==> src/rtl/pipe_pkg.sv <==
// Shared pipeline payload bundles and stage-buffer state encoding.
// Stage buffers treat these bundles as opaque vectors; only the instantiation needs the widths.
package pipe_pkg;

    typedef enum logic [1:0] {
        ST_EMPTY = 2'd0,
        ST_FULL1 = 2'd1,
        ST_FULL2 = 2'd2
    } stage_state_e;

    typedef struct packed {
        logic [31:0] pc;
        logic [31:0] instr;
        logic [31:0] rs_val;
        logic [31:0] rt_val;
        logic [31:0] imm;
        logic [4:0]  rs;
        logic [4:0]  rt;
        logic [4:0]  rd;
        logic [3:0]  alu_op;
        logic        alu_src;
        logic        reg_write;
        logic        reg_dst;
        logic        mem_read;
        logic        mem_write;
        logic        mem_to_reg;
        logic [1:0]  jump;
        logic        halt;
    } id_ex_t;

    typedef struct packed {
        logic [31:0] pc;
        logic [31:0] instr;
        logic        reg_write;
        logic        reg_dst;
        logic        mem_read;
        logic        mem_write;
        logic        mem_to_reg;
        logic [1:0]  jump;
        logic [31:0] alu_out;
        logic [31:0] wdata;
        logic [4:0]  rt;
        logic [4:0]  rd;
        logic        halt;
    } ex_mem_t;

    typedef struct packed {
        logic [31:0] pc;
        logic        reg_write;
        logic        mem_to_reg;
        logic [31:0] alu_out;
        logic [31:0] mem_rdata;
        logic [4:0]  wreg;
        logic        halt;
    } mem_wb_t;

    localparam int unsigned ID_EX_W  = $bits(id_ex_t);
    localparam int unsigned EX_MEM_W = $bits(ex_mem_t);
    localparam int unsigned MEM_WB_W = $bits(mem_wb_t);

endpackage

==> src/rtl/pipe_stage_buf_sat_counter.sv <==
// Saturating event counter with synchronous clear; reusable for perf counters.
module sat_counter #(
    parameter int unsigned CNT_W = 16
) (
    input  logic             clk,
    input  logic             rst_n,
    input  logic             inc,
    input  logic             clr,
    output logic [CNT_W-1:0] count
);

    localparam logic [CNT_W-1:0] CNT_MAX = '1;

    // Clear wins over increment; increment holds at all-ones.
    always_ff @(posedge clk or negedge rst_n) begin
        if (!rst_n) begin
            count <= '0;
        end else if (clr) begin
            count <= '0;
        end else if (inc && (count != CNT_MAX)) begin
            count <= count + CNT_W'(1);
        end
    end

endmodule

==> src/rtl/pipe_stage_buf.sv <==
// Generic pipeline stage register with valid/ready handshake, 2-entry skid buffer,
// synchronous flush and a saturating stall-cycle counter. Payload-agnostic.
module pipe_stage_buf
    import pipe_pkg::*;
#(
    parameter int unsigned      DATA_W     = 128,
    parameter logic [DATA_W-1:0] RESET_DATA = '0,
    parameter int unsigned      CNT_W      = 16
) (
    input  logic              clk,
    input  logic              rst_n,
    input  logic              flush,
    input  logic              in_valid,
    input  logic [DATA_W-1:0] in_data,
    output logic              in_ready,
    output logic              out_valid,
    output logic [DATA_W-1:0] out_data,
    input  logic              out_ready,
    output logic [1:0]        occupancy,
    output logic [CNT_W-1:0]  stall_cnt,
    input  logic              stall_clr
);

    stage_state_e      state_q, state_d;
    logic              out_valid_d;
    logic              skid_valid, skid_valid_d;
    logic [DATA_W-1:0] out_data_d;
    logic [DATA_W-1:0] skid_data, skid_data_d;
    logic              in_ready_d;
    logic              accept_c;
    logic              pop_c;

    assign accept_c  = in_valid && in_ready;
    assign pop_c     = out_valid && out_ready;
    assign occupancy = 2'(state_q);

    always_ff @(posedge clk or negedge rst_n) begin
        if (!rst_n) begin
            state_q    <= ST_EMPTY;
            out_valid  <= 1'b0;
            skid_valid <= 1'b0;
            out_data   <= RESET_DATA;
            skid_data  <= RESET_DATA;
            in_ready   <= 1'b1;
        end else begin
            state_q    <= state_d;
            out_valid  <= out_valid_d;
            skid_valid <= skid_valid_d;
            out_data   <= out_data_d;
            skid_data  <= skid_data_d;
            in_ready   <= in_ready_d;
        end
    end

    // Occupancy FSM: main register feeds the output, skid absorbs one beat of back-pressure.
    always_comb begin
        state_d      = state_q;
        out_valid_d  = out_valid;
        skid_valid_d = skid_valid;
        out_data_d   = out_data;
        skid_data_d  = skid_data;

        if (flush) begin
            state_d      = ST_EMPTY;
            out_valid_d  = 1'b0;
            skid_valid_d = 1'b0;
            out_data_d   = RESET_DATA;
            skid_data_d  = RESET_DATA;
        end else begin
            case (state_q)
                ST_EMPTY: begin
                    if (accept_c) begin
                        out_data_d  = in_data;
                        out_valid_d = 1'b1;
                        state_d     = ST_FULL1;
                    end
                end
                ST_FULL1: begin
                    if (pop_c && accept_c) begin
                        out_data_d = in_data;
                    end else if (pop_c) begin
                        out_valid_d = 1'b0;
                        state_d     = ST_EMPTY;
                    end else if (accept_c) begin
                        skid_data_d  = in_data;
                        skid_valid_d = 1'b1;
                        state_d      = ST_FULL2;
                    end
                end
                ST_FULL2: begin
                    if (pop_c) begin
                        out_data_d   = skid_data;
                        skid_valid_d = 1'b0;
                        state_d      = ST_FULL1;
                    end
                end
                default: begin
                    state_d      = ST_EMPTY;
                    out_valid_d  = 1'b0;
                    skid_valid_d = 1'b0;
                    out_data_d   = RESET_DATA;
                    skid_data_d  = RESET_DATA;
                end
            endcase
        end

        // Ready is a flop of "skid will be empty", so out_ready never reaches in_ready combinationally.
        in_ready_d = (state_d != ST_FULL2);
    end

    sat_counter #(
        .CNT_W (CNT_W)
    ) u_stall_cnt (
        .clk   (clk),
        .rst_n (rst_n),
        .inc   (out_valid && !out_ready),
        .clr   (stall_clr),
        .count (stall_cnt)
    );

    a_occ_legal: assert property (@(posedge clk) disable iff (!rst_n)
        (2'(state_q) != 2'd3));

    a_skid_implies_main: assert property (@(posedge clk) disable iff (!rst_n)
        (skid_valid |-> out_valid));

    a_occ_matches_valids: assert property (@(posedge clk) disable iff (!rst_n)
        (2'(state_q) == (2'(out_valid) + 2'(skid_valid))));

endmodule

==> config.mk <==
export PLATFORM = sky130hd
export DESIGN_NAME = pipe_stage_buf
export DESIGN_NICKNAME = d
export VERILOG_FILES = /design/src/rtl/pipe_pkg.sv /design/src/rtl/pipe_stage_buf_sat_counter.sv /design/src/rtl/pipe_stage_buf.sv
export SDC_FILE = /design/constraint.sdc
export NUM_CORES = 1
export LEC_CHECK = 0
export BUFFER_PORTS_ARGS = -buffer_cell sky130_fd_sc_hd__buf_2
export CAP_MARGIN = 15
export CORE_ASPECT_RATIO = 1.1
export CORE_MARGIN = 3
export CORE_UTILIZATION = 45
export CTS_CLUSTER_DIAMETER = 30
export DETAILED_ROUTE_END_ITERATION = 12
export GPL_ROUTABILITY_DRIVEN = 0
export PLACE_DENSITY = 0.69
export SETUP_SLACK_MARGIN = 0.02
export SYNTH_ARGS = -nofsm -noshare
export SYNTH_HDL_FRONTEND = slang
export SYNTH_SLANG_ARGS = --single-unit
==> constraint.sdc <==
create_clock -name clk -period 4.57 [get_ports clk]
set_input_delay 0.457 -clock clk [delete_from_list [all_inputs] [get_ports clk]]
set_output_delay 0.457 -clock clk [all_outputs]
set_load 0.005 [all_outputs]
==> summary.md, run 1 <==
| Metric | Value |
|---|---|
| Setup_tns | 0 ns |
| H-tree depth | 2 |
| Synthesized area | about 0.012 mm^2 |
| Worst-Margin Slew | 1.45 ns |
| Sequential element share of the synthesized area | 0.574 |
| Switching Fraction | 0.239 |
| Final net count | about 1300 |
| Crit start category | register |
| Clk root buf | clkbuf_16 |
| Later-pin clock latency in the skew report | 0.55 ns |
| Sequential power share | 0.354 |
| Largest area contributor in the netlist | dfrtp_1 |
| Initial antenna violation count | 7 |
| P_int | 0.00610 W |
| P&R area growth vs syn | 29.9% |
| CTS tree | yes |
| Synth cell count leaders | dfrtp_1, mux2_2, a22o_1 |
| Cts hold-fix bufs | 0 |
| CTS max path bufs | 3 |
| Lkg Pwr | between 7 and 8 nW |
| Yosys warns | 0 |
| Crit-path max FO | 52 |
| Final hold vios | 6 |
| Post-CTS Setup Inserts | 0 |
| Gate power share | 0.122 |
| Global-route wire length before repair | approximately 47000 um |
| Full die area | between 0.02 and 0.03 mm^2 |
| Outcome | complete, but fails checks |
| WL/cell | a little under 20 um |
| Fin crit period | roughly 2.7 ns |
| CTS clock-pin slew for the worst setup and hold paths | roughly 0.050 ns |
| Cell variety after synth | 45 |
| Clock Power Share | 0.523 |
| FF-to-FF End | out_data[54]$_DFFE_PN0P_ |
| Layout cells sized above 1 | 0.464 |
| Core Footprint | 0.0262 mm^2 |
| Most instantiated library cell after synthesis | dfrtp_1 |
| Tot GR Track Use | 0.200 |
| Max transition margin | 0.0339 |
| Die X | between 150 and 200 um |
| CTS resizes | 0 |
| Largest net degree at the start of global routing | around 260 |
| TritonCTS Buffers | 56 |
| Hold_ws | -0.0273 ns |
| Area share of the largest cell type after synthesis | 0.572 |
| Asr flop ratio synth | 1.00 |
| PortBufs | about 280 |
| Critical path type | reg2reg |
| DR iter-0 viols | roughly 620 |
| CTS Sinks | between 200 and 300 |
| DIE HEIGHT | around 180 um |
| Layout fillers | 2184 |
| Worst reg2reg path startpoint | occupancy[0]$_DFF_PN0_ |
| Peak Freq | approximately 370 MHz |
| Area contributors post-synth | dfrtp_1, mux2_2, a22o_1 |
| Vias in the first global route | approximately 8900 |
| Power density over the cells | roughly 500 mW/mm^2 |
| RSZ-0062 raised after global routing | false |
| Register-to-register setup slack | approximately 1.8 ns |
| Io pins | 282 |
| Failing checks | negative hold slack |
| Syn avg cell area | about 14 um^2 |
| Post-Syn Nets | just over 1000 |
| Max Cap Viol | 0 |
| Crit end category | register |
| Vias per cell | about 5.8 |
| Number of synthesized flops with an enable pin | 0 |
| Yosys reg bits | approximately 280 |
| First drt pass iteration count | 5 |
| Num rows | a little over 60 |
| Crit path required time | around 5 ns |
| Min-Delay Path Class | in2async |
| Layout Utilization | 0.596 |
| Pins Over Slew Limit | 0 |
| Final setup violation count | 0 |
| R2R depth | 5 |
| Post-route ant nets | 0 |
| Worst IR Drop VDD | 0.353 mV |
| Detailed-route DRC error count | 0 |
| Worst EP arrival | about 3.1 ns |
| Vias | 8865 |
| Initial core utilization | 0.459 |
| P_sw | about 0.0019 W |
| Total grt overflow | 0 |
| Final Skew | about 0.024 ns |
| Mapped Cells | about 880 |
| Post-DP HPWL | roughly 18000 um |
| Top_reg_cell synth | dfrtp_1 |
| Drt total wl | between 20000 and 30000 um |
| Period utilization | 0.596 |
[worst max-delay path by stage]
| stage | cells after the start | start | end | slack (ns) |
|---|---|---|---|---|
| 6_report | 5 | occupancy[0]$_DFF_PN0_ | out_data[54]$_DFFE_PN0P_ | 1.85 |
| 5_1_grt | 5 | occupancy[0]$_DFF_PN0_ | out_data[54]$_DFFE_PN0P_ | 1.69 |
| 3_3_place_gp | 5 | occupancy[0]$_DFF_PN0_ | out_data[80]$_DFFE_PN0P_ | 1.88 |
| 4_1_cts | 5 | occupancy[0]$_DFF_PN0_ | out_data[37]$_DFFE_PN0P_ | 1.83 |
| 2_1_floorplan | 6 | out_ready | out_data[0]$_DFFE_PN0P_ | 2.80 |
| 3_5_place_dp | 5 | occupancy[0]$_DFF_PN0_ | out_data[68]$_DFFE_PN0P_ | 1.83 |
[routing by layer]
| layer | up-vias | global-route usage | wire [um] |
|---|---|---|---|
| met1 | 4510 | 0.258 | 12500 |
| li1 | 3995 | - | - |
| met2 | 293 | 0.321 | 14300 |
| met5 | - | 0 | 48 |
| met4 | 8 | 0.0683 | 724 |
| met3 | 59 | 0.0626 | 2270 |
[critical path: stages, from the launching register on]
cell and delay [ns]:
dfrtp_1 0.83, a21boi_0 0.37, o21bai_1 0.15, a21oi_4 0.20
buf_4 0.57, mux2_2 0.42
[area by class of cell]
class | instances | area, um^2 | area share
multi-input combinational | 509 | 4690 | 0.300
clock buffer | 79 | 1670 | 0.107
tap | 352 | 440 | 0.0282
antenna | 3 | 7.51 | 0.000481
clock inverter | 25 | 334 | 0.0214
sequential | 276 | 6910 | 0.442
timing repair buffer | 292 | 1560 | 0.0999
inverter | 2 | 7.51 | 0.000481
[stage by stage]
step | setup slack (ns) | cell area [um^2] | power (W) | instances
floorplan | 2.80 | 12000 | 0.00344 | 875
global placement | 1.88 | 13600 | 0.00384 | 1431
detailed placement | 1.83 | 13600 | 0.00387 | 1431
CTS | 1.83 | 15600 | 0.00809 | 1535
global route | 1.69 | 15600 | 0.00835 | 1538
finish | 1.85 | 15600 | 0.00801 | 1538
[logic make-up after synthesis]
logic type      after synthesis  synth area share
buf+inv                      90            0.0385
xor+xnor                      1          0.000728
mux                         153             0.143
compound gates              271             0.202
simple gates                 83            0.0398
flops                       276             0.574
fa+ha+maj                     1           0.00104
[power by group through the flow]
| stage | Sequential, W | Combinational [W] | Clock, W |
|---|---|---|---|
| 2_1_floorplan | 0.00286 | 0.000580 | 0 |
| 3_3_place_gp | 0.00286 | 0.000974 | 0 |
| 3_5_place_dp | 0.00288 | 0.000990 | 0 |
| 4_1_cts | 0.00284 | 0.000993 | 0.00426 |
| 5_1_grt | 0.00287 | 0.00107 | 0.00441 |
| 6_report | 0.00284 | 0.000978 | 0.00419 |
[registers in the layout (all words and copies together), names as in the netlist]
name               count
out_data             128
in_ready               1
out_valid              1
occupancy              2
u_stall_cnt.count     16
skid_data            128
[cells in the final DEF (no fill, tap or decap), types with 5 or more instances in the layout]
master	n
buf_4	6
mux2_2	152
buf_12	5
dfrtp_1	275
nand4_1	5
clkbuf_16	58
bufinv_16	7
nand2_1	9
a32o_1	111
and3_1	17
buf_2	280
nand2b_1	5
a21oi_1	10
clkbuf_1	7
nor2b_1	8
a22o_1	128
clkinv_2	9
clkbuf_8	14
nor2_1	14
clkinvlp_4	6
Note: power is estimated with default switching activity, not from simulation.
==> run 2: changes to the inputs <==
ABC_AREA = 1   (was unset)
PLACE_DENSITY = 0.68   (was 0.69)
clock period = 2.6 ns   (was 4.57 ns; I/O delays follow)
==> run 2 against run 1 <==
  * The run now ends clean
  * Via count increased by 33%
  * Combinational power increased by 120%
  * Power increased by 84%
  * Clock power increased by 79%
  * Setup slack got worse by 1.3 ns
  * Critical path type unchanged
  * Largest cell class unchanged
  * Highest routed layer is now met4
==> summary.md, run 2 <==
| Metric | Value |
|---|---|
| Die X | 166 um (was 162 um) |
| Top_reg_cell synth | dfrtp_1 (unchanged) |
| Worst IR Drop VDD | 0.584 mV (was 0.353 mV) |
| Crit-path max cell delay | 0.52 ns (was 0.83 ns) |
| Max transition margin | 0.487 (was 0.0339) |
| Hold_ws | 0.0169 ns (was -0.0273 ns) |
| Cell variety after synth | 25 (was 45) |
| CTS max path bufs | 3 (unchanged) |
| Final Skew | 0.0226 ns (was 0.0243 ns) |
| Vias | 11800 (was 8865) |
| DIE HEIGHT | 182 um (was 177 um) |
| CTS clock-pin slew for the worst setup and hold paths | 0.05 ns (about the same) |
| Critical-path top delay cell | dfstp_2 (was dfrtp_1) |
| Final hold vios | 0 (was 6) |
| DR iter-0 viols | 994 (was 624) |
| Post-synthesis simple-gate area fraction | 0.164 (was 0.0398) |
| CP Depth | 9 (was 5) |
| Xor/xnor cell area share of the yosys netlist | 0.00276 (was 0.000728) |
| Number of synthesized flops with an enable pin | 0 (unchanged) |
| Vias per cell | 5.06 (was 5.76) |
| Global-route wire length before repair | 59100 um (was 47100 um) |
| Post-Syn Nets | 1697 (was 1010) |
| Crit path required time | 3.06 ns (was 4.99 ns) |
| DP Area | 0.0144 mm^2 (was 0.0136 mm^2) |
| Full die area | 0.0303 mm^2 (was 0.0287 mm^2) |
| Crit start category | register (unchanged) |
| Later-pin clock latency in the skew report | 0.55 ns (about the same) |
| Crit-path cells | nand2_1 > inv_1 > nor2_1 > nand2_1 > nand2_1 > a21oi_4 > buf_12 > nand2_1 > o21ai_1 (was a21boi_0 > o21bai_1 > a21oi_4 > buf_4 > mux2_2) |
| Detailed-route DRC error count | 0 (unchanged) |
| RSZ-0062 raised after global routing | false (unchanged) |
| Io pins | 282 (unchanged) |
| Fin crit period | 2.08 ns (was 2.72 ns) |
| Clk root buf | clkbuf_16 (unchanged) |
| Outcome | finished clean (was complete, but fails checks) |
| Area contributors post-synth | dfrtp_1, nand2_1, inv_1 (was dfrtp_1, mux2_2, a22o_1) |
| Worst EP arrival | 2.54 ns (was 3.14 ns) |
| Core Footprint | 0.0274 mm^2 (was 0.0262 mm^2) |
| Synth Area in Adders | 0.000985 (was 0.00104) |
| WL/cell | 15.2 um (was 19.4 um) |
| Total grt overflow | 0 (unchanged) |
| Most common cell after layout, fill and taps aside | nand2_1 (was buf_2) |
| CTS Sinks | 276 (unchanged) |
| Power density over the cells | 840 mW/mm^2 (was 513 mW/mm^2) |
| Initial core utilization | 0.464 (was 0.459) |
| H-tree depth | 2 (unchanged) |
| Worst reg2reg path startpoint | in_ready$_DFF_PN1_ (was occupancy[0]$_DFF_PN0_) |
| Final instance area | 0.0175 mm^2 (was 0.0156 mm^2) |
| Largest net degree at the start of global routing | 129 (was 257) |
| Synthesized area | 0.0127 mm^2 (was 0.0120 mm^2) |
| Peak Freq | 480 MHz (was 367 MHz) |
| Largest family of logic cells by synthesized area | compound AO/OA/AOI/OAI gates (unchanged) |
| Critical path type | reg2reg (unchanged) |
| Area share of the largest cell type after synthesis | 0.542 (was 0.572) |
| Num rows | 63 (was 62) |
| R2R depth | 9 (was 5) |
| Crit end category | register (unchanged) |
| Crit-path max FO | 49 (was 52) |
| Period utilization | 0.802 (was 0.596) |
| Synth cell count leaders | nand2_1, dfrtp_1, inv_1 (was dfrtp_1, mux2_2, a22o_1) |
| Antenna fix cells | 0 (was 3) |
| Yosys warns | 0 (unchanged) |
| Largest area contributor in the netlist | dfrtp_1 (unchanged) |
| WP buf/inv | 2 (was 1) |
| Initial antenna violation count | 0 (was 7) |
| Worst setup path startpoint | in_ready$_DFF_PN1_ (was occupancy[0]$_DFF_PN0_) |
| Vias in the first global route | 11900 (was 8938) |
| Yosys reg bits | 276 (unchanged) |
| Pins Over Slew Limit | 0 (unchanged) |
| P&R area growth vs syn | 37.9% (was 29.9%) |
| Asr flop ratio synth | 1.00 (unchanged) |
| Sequential element share of the synthesized area | 0.544 (was 0.574) |
| Syn avg cell area | 8.13 um^2 (was 13.7 um^2) |
| CTS tree | yes (unchanged) |
| Hold_sp | in_data[119] |
| Post-DP HPWL | 21000 um (was 17700 um) |
| Lkg Pwr | 8.49 nW (was 7.60 nW) |
| Post-CTS Setup Inserts | 0 (unchanged) |
| Setup_tns | 0 ns (unchanged) |
| Layout cells sized above 1 | 0.209 (was 0.464) |
| Critical path's top delay family | compound AO/OA/AOI/OAI gates (was flip-flops) |
| TritonCTS Buffers | 55 (was 56) |
| PortBufs | 281 (unchanged) |
| Most instantiated library cell after synthesis | nand2_1 (was dfrtp_1) |
| Fraction of synthesized area in multiplexers | 0 (was 0.143) |
| First drt pass iteration count | 5 (unchanged) |
| Drt total wl | 35400 um (was 29800 um) |
| Max Cap Viol | 0 (unchanged) |
| Leading cell types in the layout, fill and taps excluded | nand2_1, buf_2, dfrtp_1 (was buf_2, dfrtp_1, mux2_2) |
| Final setup violation count | 0 (unchanged) |
| Top Registers | out_data: 128 flops, skid_data: 128 flops, u_stall_cnt.count: 16 flops (unchanged) |
| Most Frequent Cell on Critical Path | nand2_1 |
| Final net count | 2064 (was 1272) |
| Worst-Margin Slew | 0.770 ns (was 1.45 ns) |
| Post-route ant nets | 0 (unchanged) |
| Complex-gate fraction of the synthesized area | 0.169 (was 0.202) |
| Min-Delay Path Class | in2reg (was in2async) |
| Tot GR Track Use | 0.232 (was 0.200) |
| Hold path depth | 3 |
| Mapped Cells | 1562 (was 875) |
## run 2: worst register-to-register path: stages, from the launching register on
cell and delay, ns:
dfstp_2 0.52, nand2_1 0.08, inv_1 0.14, nor2_1 0.10, nand2_1 0.11, nand2_1 0.09
a21oi_4 0.47, buf_12 0.31, nand2_1 0.10, o21ai_1 0.09
## run 2: metal layers
metal  up-vias  part of all wire  track usage
met4         0             0.030       0.0839
met5         -                 0            0
met1      5588              0.42        0.295
met2       429              0.49        0.398
met3        78             0.065       0.0431
li1       5702                 -            -
## run 2: worst paths after layout
kind / endpoint / slack [ns]
max: out_data[75]$_DFFE_PN0P_ / 0.52
min: skid_data[119]$_DFFE_PN0P_ / 0.02
max reg2reg: out_data[75]$_DFFE_PN0P_ / 0.52
min reg2reg: skid_data[36]$_DFFE_PN0P_ / 0.48
max in group asynchronous: u_stall_cnt.count[9]$_DFFE_PN0P_ / 1.47
min in group asynchronous: out_data[31]$_DFFE_PN0P_ / 0.29
## run 2: kinds of logic after synthesis
| family | after synthesis |
|---|---|
| and+or+nand+nor | 514 |
| xor gates and xnor gates | 4 |
| adders and majority gates | 1 |
| AOI/OAI and AO/OA | 394 |
| DFF | 276 |
| buffers and inverters | 373 |
## run 2: repair_timing
action / 4_1_cts / 5_1_grt
hold buffers: 108 / 0
hold endpoints to repair: 177 / 0
setup endpoints to repair: 0 / 0
gates resized for setup: 0 / 0
## run 2: final cells by class
| class | count | area, um^2 |
|---|---|---|
| well taps | 357 | 447 |
| flip-flops and latches | 276 | 6910 |
| multi-input cells | 913 | 4310 |
| clock inverters | 31 | 447 |
| fillers | 2268 | 9830 |
| clock buffers | 71 | 1560 |
| repair buffers | 410 | 2830 |
| inverters | 273 | 1020 |
## run 2: report_power, final
part           switching [W]  internal, W  leakage (nW)
Clock                0.00231      0.00520         0.982
Combinational        0.00129     0.000844          3.81
Sequential          0.000284      0.00479          3.69
## run 2: through the flow
step	utilization	std cells	power (W)	setup slack [ns]
after global placement	0.528	2121	0.00709	0.559
after CTS	0.641	2331	0.0149	0.488
after global routing	0.641	2331	0.0154	0.324
final	0.641	2331	0.0147	0.516
after detailed placement	0.528	2121	0.00714	0.528
after floorplan	-	1562	0.00620	1.02
